**src/rtl/bcd_seq_converter.sv**
```systemverilog
// Iterative double-dabble binary-to-BCD converter, one input bit per clock.
// Results are presented on the DONE edge so the seven-segment path never sees partial digits.
module bcd_seq_converter #(
    parameter int WIDTH = 32,
    parameter int NDIG  = 6
) (
    input  logic             clk,
    input  logic             rst_n,
    input  logic             start,
    input  logic [WIDTH-1:0] indt,
    output logic             busy,
    output logic             done,
    output logic [3:0]       dig5,
    output logic [3:0]       dig4,
    output logic [3:0]       dig3,
    output logic [3:0]       dig2,
    output logic [3:0]       dig1,
    output logic [3:0]       dig0,
    output logic [NDIG-1:0]  blank,
    output logic             ovf,
    output logic [1:0]       dbg_state
);
    // Handshake: start is sampled only in IDLE; busy stays high from the accepting
    // edge until the cycle after the one-cycle done pulse; start at any other time is dropped.
    localparam int CW = (WIDTH > 1) ? $clog2(WIDTH) : 1;
    localparam int BW = 4 * NDIG;

    typedef enum logic [1:0] {
        S_IDLE  = 2'd0,
        S_SHIFT = 2'd1,
        S_DONE  = 2'd2
    } state_t;

    state_t            state_q, state_d;
    logic [WIDTH-1:0]  sr_q, sr_d;
    logic [BW-1:0]     acc_q, acc_d;
    logic [CW-1:0]     cnt_q, cnt_d;
    logic              ovacc_q, ovacc_d;
    logic              busy_q, busy_d;
    logic              done_q, done_d;
    logic [BW-1:0]     digits_q, digits_d;
    logic [NDIG-1:0]   blank_q, blank_d;
    logic              ovf_q, ovf_d;
    logic [BW-1:0]     corr;
    logic              zero_run;
    logic [3:0]        dig_arr [6];

    always_comb begin
        state_d  = state_q;
        sr_d     = sr_q;
        acc_d    = acc_q;
        cnt_d    = cnt_q;
        ovacc_d  = ovacc_q;
        digits_d = digits_q;
        blank_d  = blank_q;
        ovf_d    = ovf_q;
        busy_d   = (state_q == S_IDLE) ? start : 1'b1;
        done_d   = (state_q == S_DONE);
        zero_run = 1'b1;

        // Each nibble is at most 9 here, so the +3 never carries out of the nibble.
        for (int i = 0; i < NDIG; i++) begin
            corr[4*i +: 4] = (acc_q[4*i +: 4] >= 4'd5) ? acc_q[4*i +: 4] + 4'd3 : acc_q[4*i +: 4];
        end

        case (state_q)
            S_IDLE: begin
                if (start) begin
                    sr_d    = indt;
                    acc_d   = '0;
                    cnt_d   = '0;
                    ovacc_d = 1'b0;
                    state_d = S_SHIFT;
                end
            end
            S_SHIFT: begin
                acc_d   = {corr[BW-2:0], sr_q[WIDTH-1]};
                sr_d    = sr_q << 1;
                ovacc_d = ovacc_q | corr[BW-1];
                cnt_d   = cnt_q + 1'b1;
                if (cnt_q == CW'(WIDTH - 1)) begin
                    state_d = S_DONE;
                end
            end
            S_DONE: begin
                digits_d = acc_q;
                ovf_d    = ovacc_q;
                for (int i = NDIG - 1; i >= 0; i--) begin
                    zero_run   = zero_run & (acc_q[4*i +: 4] == 4'd0);
                    blank_d[i] = zero_run;
                end
                blank_d[0] = 1'b0;
                state_d    = S_IDLE;
            end
            default: state_d = S_IDLE;
        endcase
    end

    always_ff @(posedge clk or negedge rst_n) begin
        if (!rst_n) begin
            state_q  <= S_IDLE;
            sr_q     <= '0;
            acc_q    <= '0;
            cnt_q    <= '0;
            ovacc_q  <= 1'b0;
            busy_q   <= 1'b0;
            done_q   <= 1'b0;
            digits_q <= '0;
            blank_q  <= {{(NDIG-1){1'b1}}, 1'b0};
            ovf_q    <= 1'b0;
        end else begin
            state_q  <= state_d;
            sr_q     <= sr_d;
            acc_q    <= acc_d;
            cnt_q    <= cnt_d;
            ovacc_q  <= ovacc_d;
            busy_q   <= busy_d;
            done_q   <= done_d;
            digits_q <= digits_d;
            blank_q  <= blank_d;
            ovf_q    <= ovf_d;
        end
    end

    always_comb begin
        for (int i = 0; i < 6; i++) begin
            dig_arr[i] = 4'd0;
            if (i < NDIG) begin
                dig_arr[i] = digits_q[4*i +: 4];
            end
        end
    end

    assign dig0      = dig_arr[0];
    assign dig1      = dig_arr[1];
    assign dig2      = dig_arr[2];
    assign dig3      = dig_arr[3];
    assign dig4      = dig_arr[4];
    assign dig5      = dig_arr[5];
    assign busy      = busy_q;
    assign done      = done_q;
    assign blank     = blank_q;
    assign ovf       = ovf_q;
    assign dbg_state = state_q;

endmodule

```
**config.mk**
```make
export PLATFORM = sky130hd
export DESIGN_NAME = bcd_seq_converter
export DESIGN_NICKNAME = d
export VERILOG_FILES = /design/src/rtl/bcd_seq_converter.sv
export SDC_FILE = /design/constraint.sdc
export NUM_CORES = 1
export LEC_CHECK = 0
export ABC_CLOCK_PERIOD_IN_PS = 3800
export BUFFER_PORTS_ARGS = -buffer_cell sky130_fd_sc_hd__buf_2
export CAP_MARGIN = 30
export CORE_MARGIN = 2
export CORE_UTILIZATION = 45
export CTS_CLUSTER_DIAMETER = 50
export DETAILED_ROUTE_END_ITERATION = 10
export GPL_TIMING_DRIVEN = 0
export PLACE_DENSITY = 0.68
export SLEW_MARGIN = 20
export SYNTH_ARGS = -nofsm -noshare
export SYNTH_HDL_FRONTEND = slang
export SYNTH_SLANG_ARGS = --single-unit
```
**constraint.sdc**
```tcl
create_clock -name clk -period 3.8 [get_ports clk]
set_input_delay 0.76 -clock clk [delete_from_list [all_inputs] [get_ports clk]]
set_output_delay 0.76 -clock clk [all_outputs]
set_load 0.02 [all_outputs]
```
==> results of run 1 <==
[sequential cells by signal (all words and copies together), names as in the netlist]
signal / flops
ovacc_q: 1
done: 1
acc_q: 24
ovf: 1
busy: 1
sr_q: 32
cnt_q: 5
digits_q: 24
dbg_state: 2
blank: 5
[cells by family (layout without fill, tap and decap cells)]
family / Yosys count / in the layout
AO/OA/AOI/OAI: 138 / 138
adder cells (fa/ha/maj): 18 / 18
other: 1 / 1
AND/OR/NAND/NOR: 128 / 128
XOR/XNOR: 7 / 7
buffers and inverters: 48 / 133
multiplexers: 13 / 13
flip-flops: 96 / 96
[synthesized netlist by cell type]
cell type	instances
o311ai_0	8
dfrtp_1	91
nand4_1	1
mux2_2	13
o32ai_1	2
and3_1	1
nor2b_1	1
a32o_1	6
nand3_1	7
nor3b_1	31
o22ai_1	9
o21ai_1	4
buf_2	17
xnor2_1	6
xor2_1	1
dfstp_2	5
a21o_1	1
a22o_1	3
clkbuf_1	13
o211ai_1	4
o21ai_0	51
buf_4	1
and2_1	1
conb_1	1
nand2b_1	11
a21oi_1	39
nand2_1	62
inv_1	16
o31ai_1	10
buf_6	1
nor3_1	2
a2bb2oi_1	1
nor2_1	7
or3_1	2
or2_1	1
nor2_2	1
ha_1	18
[per-layer routing]
metal  wire length [um]  part of all wire  track usage  vias to the layer above
met4                113             0.011      0.06757                        0
met1               4715              0.47       0.2657                     1710
met3                565             0.056      0.04073                        6
met5                  0                 0            0                        -
met2               4614              0.46       0.3091                       89
li1                   -                 -            -                     1745
[cell type report]
| type | count | area [um2] | area share |
|---|---|---|---|
| sequential | 96 | 2409 | 0.4576 |
| buffer | 32 | 152.6 | 0.02900 |
| tap | 133 | 166.4 | 0.03161 |
| inverter | 16 | 60.06 | 0.01141 |
| timing repair buffer | 69 | 374.1 | 0.07107 |
| clock buffer | 9 | 123.9 | 0.02353 |
| clock inverter | 7 | 63.81 | 0.01212 |
| multi-input combinational | 305 | 1914 | 0.3637 |
[report_power, final]
part,switching (uW),internal (uW),total (uW)
clock network,384,251,634
logic,850,614,1460
registers,291,1430,1720
[per-stage QoR]
| stage | hold WS [ps] | power, uW | std cells | instance area, um2 |
|---|---|---|---|---|
| finish | 233.2 | 3818 | 667 | 5264 |
| global route | 218.3 | 4132 | 667 | 5264 |
| detailed placement | 460.1 | 3209 | 651 | 5076 |
| global placement | 451.2 | 3136 | 650 | 5042 |
| floorplan | 448.4 | 2746 | 449 | 4536 |
| CTS | 223.7 | 3849 | 667 | 5264 |
[final timing paths]
kind,start,end,depth (start not counted)
setup / recovery,blank[3]$_DFFE_PN1P_,blank[3],1
hold / removal,rst_n,digits_q[22]$_DFFE_PN0P_,1
setup reg to reg,acc_q[20]$_DFFE_PN0P_,blank[2]$_DFFE_PN1P_,5
hold reg to reg,blank[1]$_DFFE_PN1P_,blank[1]$_DFFE_PN1P_,2
max in group asynchronous,rst_n,acc_q[18]$_DFFE_PN0P_,2
min in group clk,blank[1]$_DFFE_PN1P_,blank[1]$_DFFE_PN1P_,2
==> summary.md, run 1 <==
| Metric | Value |
|---|---|
| Relative slew slack | 0.6429 |
| Max Cap Violations | 0 |
| Mean post-synth cell area | just over 10 um2 |
| FILL cells | around 920 |
| 1st-iter DRT viols | 181 |
| DRT Wirelength | 10.01 mm |
| TritonCTS clock tree | done |
| Port Buffer Count | just under 70 |
| Slowest Stage Delay on Critical Path | 550 ps |
| Post-synth net total | about 500 |
| DR vias/cell | 5.322 |
| Fin. max-slew vios | 0 |
| #FFs+latches synth | 96 |
| Die area | approximately 11,000 um2 |
| Final Util | 0.5385 |
| Area contributors post-synth | dfrtp_1, o21ai_0, nand2_1 |
| Number of global-route vias before repair | between 3,000 and 4,000 |
| DRC Markers | 0 |
| Yosys warns | 0 |
| XOR/XNOR Fraction of Synth Area | 0.01352 |
| Placed wire-length estimate | ~7 mm |
| Bufs and invs on worst path | 1 |
| TritonCTS Buffers | 9 |
| Total GRT Usage | 0.1948 |
| Longest Clk Path Bufs | 2 |
| Nets | about 580 |
| Final Cycle Share | 0.4811 |
| Clock slew seen by the registers of the worst setup and hold paths | about 110 ps |
| Crit path required time | slightly above 3000 ps |
| Peak fanout along the critical path | 2 |
| Largest net degree at the start of global routing | 73 |
| Top delay family on crit path | flip-flops |
| Simple-Gate Fraction of Synth Area | 0.1446 |
| Die Ht | 104.4 um |
| Register area share after synthesis | 0.5310 |
| Final Hold Fails | 0 |
| Share of layout cells above drive strength 1 | 0.2303 |
| Worst Hold Class | in -> async |
| Syn Inst Count | ~450 |
| Post-synthesis mux area share | 0.03228 |
| First-pass GRT wire length | 17.22 mm |
| Postcts setup bufs | 0 |
| Arr. time, crit path | 1070 ps |
| Setup-failing EPs final | 0 |
| Die width | between 100 and 150 um |
| Adder-cell share of the synthesized area | 0.04966 |
| Worst slack, placed | approximately 1900 ps |
| Area growth syn-to-layout | 16.06% |
| Status | finished, final reports clean |
| PostCTS Resize Cnt | 0 |
| Critical Path, Cell by Cell | buf_2 |
| Least-Margin Pin Slew | about 540 ps |
| Fin worst setup slack | just under 2000 ps |
| Core Rows | 36 |
| Setup CP Type | reg -> out |
| Clock skew | between 15 and 20 ps |
| Starting Density | 0.4640 |
| Via count | 3,550 |
| Synth cell types | 37 |
| F_max | 547.0 MHz |
| Antenna Violating Nets Remaining | 0 |
| Post-synth top area share | 0.5021 |
| CTS Hold Bufs | 0 |
| CP max-delay cell | dfstp_2 |
| Setup crit end kind | primary output |
| RSZ-0062 raised after global routing | no |
| WL per Instance | 15.01 um |
| Leading area contributor after synthesis | dfrtp_1 |
| Commonest non-fill, non-tap cells in the layout | dfrtp_1, buf_2, nand2_1 |
| Worst vdd ir | 262.6 uV |
| Clock period minus worst slack | ~1800 ps |
| Routability Congestion | approximately 0.85 |
| Initial antenna violation count | 0 |
| Setup TNS | 0 ps |
| # IOs | 70 |
| Leak | between 0.002 and 0.0025 uW |
| Main combinational cell family by area after synthesis | compound AO/OA/AOI/OAI gates |
| CTS root buf | clkbuf_8 |
| Worst R2R Setup Slack | 2070 ps |
| Compound-Gate Fraction of Synth Area | 0.1812 |
| Drt pass-1 iters | 4 |
| GRT Residual Overflow | 0 |
| Synth Cell Area | approximately 4500 um2 |
| Worst-skew pair later-pin latency | between 300 and 400 ps |
| Sink Count | between 90 and 100 |
| Core area | between 9000 and 10,000 um2 |
| Inserted Diodes | 0 |
| H-tree depth | 3 |
| Commonest non-fill, non-tap cell in the layout | dfrtp_1 |
| Crit start category | flip-flop |
| P per Cell Area | between 700 and 800 nW/um2 |
Note: power is estimated with default switching activity, not from simulation.
==> run 2, diff against run 1 <==
--- a/config.mk
+++ b/config.mk
@@ -5,7 +5,7 @@
 export SDC_FILE = /design/constraint.sdc
 export NUM_CORES = 1
 export LEC_CHECK = 0
-export ABC_CLOCK_PERIOD_IN_PS = 3800
+export ABC_CLOCK_PERIOD_IN_PS = 1800
 export BUFFER_PORTS_ARGS = -buffer_cell sky130_fd_sc_hd__buf_2
 export CAP_MARGIN = 30
 export CORE_MARGIN = 2
==> constraint.sdc (replaced) <==
create_clock -name clk -period 1.8 [get_ports clk]
set_input_delay 0.36 -clock clk [delete_from_list [all_inputs] [get_ports clk]]
set_output_delay 0.36 -clock clk [all_outputs]
set_load 0.02 [all_outputs]
==> run 2 against run 1 <==
Routed wire length grew 0.80%. Clock-buffer cell count unchanged. Clock skew rose by 1.2 ps. Via count rose by 0.68%. Global-route usage did not move. First-iteration DRC count rose by 9.9%. Clock power grew 110%. Total power increased by 110%. Sequential power is 110% higher.
==> summary.md, run 2 (synthesis gave the netlist of run 1 again) <==
| Metric | Value |
|---|---|
| Status | finished, final reports clean |
| Hold Slack | 272.1 ps (+38.89 ps) |
| Max Cap Violations | 0 (unchanged) |
| RSZ-0062 raised after global routing | no |
| Peak fanout along the critical path | 5 (+3) |
| TritonCTS clock tree | done |
| Setup-failing EPs final | 0 (unchanged) |
| Largest Register | sr_q |
| P per Cell Area | 1530 nW/um2 (+110%) |
| First-pass GRT wire length | 17.22 mm (unchanged) |
| Total GRT Usage | 0.1948 (unchanged) |
| WL per Instance | 15.06 um (+0.35%) |
| Switch share | 0.3998 (+0.0004554) |
| Setup crit end kind | flip-flop |
| Slowest Stage Delay on Critical Path | 460 ps (-90 ps) |
| Core Rows | 36 (unchanged) |
| NetSw | 3240 uW (+110%) |
| Fin. max-slew vios | 0 (unchanged) |
| Crit path required time | 2090 ps (-950 ps) |
| 1st-iter DRT viols | 199 (+9.9%) |
| Crit start category | flip-flop |
| Clk network pwr share | 0.166 (about the same) |
| Commonest non-fill, non-tap cells in the layout | dfrtp_1, buf_2, nand2_1 |
| Inserted Diodes | 0 (unchanged) |
| Initial antenna violation count | 0 (unchanged) |
| Reg-to-Reg Start | acc_q[16]$_DFFE_PN0P_ |
| Core area | 9774 um2 (unchanged) |
| M1 GR Usage | 0.2657 (unchanged) |
| Bufs and invs on worst path | 1 (unchanged) |
| Number of global-route vias before repair | 3,605 (+0.17%) |
| # IOs | 70 (unchanged) |
| Start point of the worst hold path | start |
| Die width | 104.4 um (unchanged) |
| Setup CP Type | reg -> reg |
| H-tree depth | 3 (unchanged) |
| Comb pwr share | 0.385 (+0.002) |
| Least-Margin Pin Slew | 536.0 ps (+0.3554 ps) |
| Clock period minus worst slack | approximately 1700 ps |
| Die area | 10,900 um2 (unchanged) |
| Largest register FFs | 32 (unchanged) |
| Nets | 585 (+0.52%) |
| Cell area after placement | 5076 um2 (unchanged) |
| Final Cycle Share | 0.9318 |
| Arr. time, crit path | 1970 ps (+900 ps) |
| Grt met3 use | 0.04073 (unchanged) |
| Clock slew seen by the registers of the worst setup and hold paths | 110 ps (about the same) |
| Area growth syn-to-layout | 16.74% |
| Critical path origin | acc_q[16]$_DFFE_PN0P_ |
| Clock skew | 18.23 ps (+1.182 ps) |
| Longest Clk Path Bufs | 2 (unchanged) |
| GRT Residual Overflow | 0 (unchanged) |
| Layer with the highest usage | met2 |
| Leak | 0.002366 uW (+0.49%) |
| Pwr Total | 8104 uW (+110%) |
| FILL cells | 922 (+0.11%) |
| Relative slew slack | 0.6427 (about the same) |
| DRC Markers | 0 (unchanged) |
| Met2 Resource Use GR | 0.3091 (unchanged) |
| Top delay family on crit path | simple AND/OR/NAND/NOR gates |
| TritonCTS Buffers | 9 (unchanged) |
| CP max-delay cell | or3_1 |
| CTS root buf | clkbuf_8 |
| Critical Path, Cell by Cell | inv_1, ha_1, nand4_1, or3_1, o21ai_0 |
| Via count | 3,574 (+0.68%) |
| Largest net degree at the start of global routing | 73 (unchanged) |
| F_max | about 600 MHz |
| Placed wire-length estimate | 6.995 mm (unchanged) |
| Worst vdd ir | 551.7 uV (+110%) |
| Die Ht | 104.4 um (unchanged) |
| Starting Density | 0.4640 (unchanged) |
| Final Hold Fails | 0 (unchanged) |
| Worst-skew pair later-pin latency | 380 ps (about the same) |
| DR vias/cell | 5.334 (+0.23%) |
| Drt pass-1 iters | 4 (unchanged) |
| Share of layout cells above drive strength 1 | 0.2384 (+0.008024) |
| Routability Congestion | 0.8538 (unchanged) |
| Cell internal pwr | 4864 uW (+110%) |
| Port Buffer Count | 68 (unchanged) |
| Largest regs | sr_q: 32 flops, acc_q: 24 flops, digits_q: 24 flops |
| Commonest non-fill, non-tap cell in the layout | dfrtp_1 |
| Antenna Violating Nets Remaining | 0 (unchanged) |
| Register share of total power | 0.449 (about the same) |
| Sink Count | 96 (unchanged) |
| Worst Hold Class | in -> reg |
| Final Cell Area | 5295 um2 (+0.59%) |
| DRT Wirelength | 10.09 mm (+0.80%) |
run 2: cell types whose count changed in the layout (fill, tap and decap cells not counted), sizes merged:
cell and change:
buf +2, dlygate4sd3 +1
run 2: power by group through the flow:
stage / logic, uW / clock network [uW] / registers, uW
floorplan: 1940 / 0 / 3860
global placement: 2990 / 0 / 3630
detailed placement: 3110 / 0 / 3670
CTS: 3120 / 1380 / 3630
global route: 3530 / 1470 / 3760
finish: 3120 / 1340 / 3640
run 2: layout make-up:
type | instances | area [um2] | area share
multi-input cells | 305 | 1921 | 0.3627
clock buffers | 9 | 123.9 | 0.02339
inverters | 16 | 60.06 | 0.01134
clock inverters | 7 | 63.81 | 0.01205
flip-flops and latches | 96 | 2409 | 0.4549
well taps | 133 | 166.4 | 0.03143
plain buffers | 32 | 152.6 | 0.02883
repair buffers | 72 | 399.1 | 0.07538
run 2: through the flow:
stage | setup slack (ps) | instances | TNS, ps | utilization
4_1_cts | 70.38 | 668 | 0 | 0.5396
6_report | 122.8 | 670 | 0 | 0.5417
5_1_grt | 37.46 | 670 | 0 | 0.5417
3_3_place_gp | -603.7 | 650 | -54850 | 0.5159
3_5_place_dp | 90.05 | 651 | 0 | 0.5193
2_1_floorplan | 325.3 | 449 | 0 | -
run 2: worst reg2reg max path, cell delays in order (launching register included):
cell and delay (ps):
dfrtp_1 440, inv_1 180, ha_1 180, nand4_1 180
or3_1 460, o21ai_0 160
run 2: what timing repair did:
item                                    CTS  global route
endpoints found under the setup margin    0             3
hold endpoints to repair                 19             0
gates resized for setup                   0             3
hold buffers                              1             0
buffers inserted                          0             2
run 2: worst paths after layout:
kind,slack [ps],depth (start not counted),to
setup / recovery,120,5,blank[2]$_DFFE_PN1P_
hold / removal,270,2,busy$_DFF_PN0_
max in group asynchronous,790,3,dbg_state[0]$_DFFE_PN0P_
hold reg to reg,470,2,blank[1]$_DFFE_PN1P_
min in group asynchronous,400,2,digits_q[22]$_DFFE_PN0P_
setup reg to reg,120,5,blank[2]$_DFFE_PN1P_
run 2: metal layers:
| metal | up-vias | part of all wire | wire [um] |
|---|---|---|---|
| met5 | - | 0 | 0 |
| met4 | 0 | 0.017 | 170 |
| met1 | 1714 | 0.46 | 4674 |
| met2 | 92 | 0.46 | 4658 |
| li1 | 1756 | - | - |
| met3 | 12 | 0.058 | 586 |
==> run 3, diff against run 2 <==
--- a/config.mk
+++ b/config.mk
@@ -13,7 +13,7 @@
 export CTS_CLUSTER_DIAMETER = 50
 export DETAILED_ROUTE_END_ITERATION = 10
 export GPL_TIMING_DRIVEN = 0
-export PLACE_DENSITY = 0.68
+export PLACE_DENSITY = 0.66
 export SLEW_MARGIN = 20
 export SYNTH_ARGS = -nofsm -noshare
 export SYNTH_HDL_FRONTEND = slang
==> run 3 against run 2 <==
Routed wire length grew 0.59%. First-iteration DRC count shrank 2.5%. Combinational power is essentially flat. Global-route usage grew 0.12 points. Largest power group unchanged.
==> summary.md, run 3 (synthesis gave the netlist of run 1 again) <==
| Metric | Value |
|---|---|
| Leak | 0.002369 uW (about the same) |
| TritonCTS clock tree | done |
| Commonest non-fill, non-tap cells in the layout | dfrtp_1, buf_2, nand2_1 |
| Register share of total power | 0.443 (-0.006) |
| Switch share | 0.3860 (-0.01378) |
| H-tree depth | 3 (unchanged) |
| # IOs | 70 (unchanged) |
| Clock slew seen by the registers of the worst setup and hold paths | 90 ps (-20 ps) |
| Core area | 9774 um2 (unchanged) |
| Setup crit end kind | flip-flop |
| Final Hold Fails | 0 (unchanged) |
| Placed wire-length estimate | 6.895 mm (-1.4%) |
| NetSw | 3157 uW (-2.6%) |
| Clock skew | 11.76 ps (-6.463 ps) |
| Number of global-route vias before repair | 3,550 (-1.5%) |
| Largest regs | sr_q: 32 flops, acc_q: 24 flops, digits_q: 24 flops |
| Fin. max-slew vios | 0 (unchanged) |
| Peak fanout along the critical path | 5 (unchanged) |
| TritonCTS Buffers | 9 (unchanged) |
| Antenna Violating Nets Remaining | 0 (unchanged) |
| Die Ht | 104.4 um (unchanged) |
| Comb pwr share | 0.381 (-0.004) |
| Commonest non-fill, non-tap cell in the layout | dfrtp_1 |
| 1st-iter DRT viols | 194 (-2.5%) |
| GRT Residual Overflow | 0 (unchanged) |
| Worst Hold Class | in -> reg |
| P per Cell Area | 1541 nW/um2 (+0.66%) |
| Largest register FFs | 32 (unchanged) |
| Inserted Diodes | 0 (unchanged) |
| First-pass GRT wire length | 17.47 mm (+1.4%) |
| Crit start category | flip-flop |
| Routability Congestion | 0.8471 (-0.78%) |
| CTS root buf | clkbuf_8 |
| Critical Path, Cell by Cell | inv_1, ha_2, nand4_1, or3_1, o21ai_0 |
| Core Rows | 36 (unchanged) |
| Setup-failing EPs final | 0 (unchanged) |
| WL per Instance | 15.15 um (+0.59%) |
| Crit path required time | 2080 ps (about the same) |
| Setup CP Type | reg -> reg |
| Max Cap Violations | 0 (unchanged) |
| Starting Density | 0.4640 (unchanged) |
| Via count | 3,619 (+1.3%) |
| Arr. time, crit path | 1940 ps (-30 ps) |
| RSZ-0062 raised after global routing | no |
| R2R depth | 5 (unchanged) |
| # placed instances | 651 (unchanged) |
| Final Cycle Share | 0.9214 (-0.01033) |
| Largest net degree at the start of global routing | 70 (-4.1%) |
| Nets | 585 (unchanged) |
| Slowest Stage Delay on Critical Path | 460 ps (about the same) |
| Worst-skew pair later-pin latency | 360 ps (-20 ps) |
| Die width | 104.4 um (unchanged) |
| Area growth syn-to-layout | 17.05% |
| Longest Clk Path Bufs | 2 (unchanged) |
| Status | finished, final reports clean |
| Initial antenna violation count | 0 (unchanged) |
| Cell internal pwr | 5022 uW (+3.2%) |
| Largest Register | sr_q |
| Clk network pwr share | 0.175 (+0.009) |
| F_max | 602.9 MHz (+1.1%) |
| FILL cells | 922 (unchanged) |
| Sink Count | 96 (unchanged) |
| Cells on Worst Hold Path | 2 (unchanged) |
| Total GRT Usage | 0.1959 (+0.001155) |
| DRT Wirelength | 10.15 mm (+0.59%) |
| Port Buffer Count | 68 (unchanged) |
| Share of layout cells above drive strength 1 | 0.2346 (-0.003724) |
| DR vias/cell | 5.401 (+1.3%) |
| Least-Margin Pin Slew | 559.8 ps (+23.86 ps) |
| Setup TNS | 0 ps (unchanged) |
| DRC Markers | 0 (unchanged) |
| Final cell count without fillers | 670 (unchanged) |
| Relative slew slack | 0.6268 (-0.01590) |
| Clock period minus worst slack | 1659 ps (-18.60 ps) |
| Die area | 10,900 um2 (unchanged) |
| Worst vdd ir | 568.9 uV (+3.1%) |
| CP max-delay cell | or3_1 |
| Drt pass-1 iters | 5 (+1) |
## run 3: worst max-delay path, delay by kind of cell (launching register included)
kind                       cells  cell delay, ps
adders and majority gates      1             240
AOI/OAI and AO/OA              1             170
DFF                            1             410
buffers and inverters          1             130
and+or+nand+nor                2             630
## run 3: layout make-up
type	instances	area [um2]	share of cell area
plain buffers	32	152.6	0.02875
clock buffers	12	145.1	0.02734
clock inverters	4	55.05	0.01037
inverters	16	60.06	0.01131
multi-input cells	305	1922	0.3620
flip-flops and latches	96	2409	0.4537
well taps	133	166.4	0.03135
repair buffers	72	399.1	0.07518
## run 3: worst paths after layout
path / slack, ps / to / start
worst max register to register: 140 / blank[2]$_DFFE_PN1P_ / acc_q[21]$_DFFE_PN0P_
min in group asynchronous: 440 / sr_q[4]$_DFFE_PN0P_ / rst_n
worst min register to register: 470 / blank[1]$_DFFE_PN1P_ / blank[1]$_DFFE_PN1P_
worst min-delay path: 290 / busy$_DFF_PN0_ / start
max in group asynchronous: 690 / blank[5]$_DFFE_PN1P_ / rst_n
worst max-delay path: 140 / blank[2]$_DFFE_PN1P_ / acc_q[21]$_DFFE_PN0P_
## run 3: metal layers
| metal | global-route usage | up-vias | part of all wire |
|---|---|---|---|
| li1 | - | 1748 | - |
| met1 | 0.2824 | 1764 | 0.49 |
| met2 | 0.3039 | 95 | 0.45 |
| met3 | 0.02882 | 12 | 0.043 |
| met4 | 0.06564 | 0 | 0.011 |
| met5 | 0 | - | 0 |
## run 3: power by group through the flow
stage               registers [uW]  clock network (uW)  logic [uW]
floorplan                     3860                   0        1940
global placement              3630                   0        3000
detailed placement            3660                   0        3100
CTS                           3620                1460        3110
global route                  3750                1560        3540
finish                        3630                1440        3120
## run 3: what timing repair did
item                                   CTS  global route
setup buffers                            0             2
setup endpoints to repair                0             9
resized for setup                        0             4
endpoints found under the hold margin   27             0
hold buffers                             1             0
## run 3: metrics by stage
step / total power (uW) / hold WS, ps / cell area, um2 / worst slack (ps) / util
floorplan: 5797 / 64.41 / 4536 / 325.3 / -
global placement: 6624 / 451.9 / 5042 / -597.6 / 0.5159
detailed placement: 6758 / 250.4 / 5076 / 41.73 / 0.5193
CTS: 8189 / 267.9 / 5286 / 22.31 / 0.5408
global route: 8852 / 302.3 / 5309 / 11.16 / 0.5431
finish: 8179 / 289.2 / 5309 / 141.4 / 0.5431
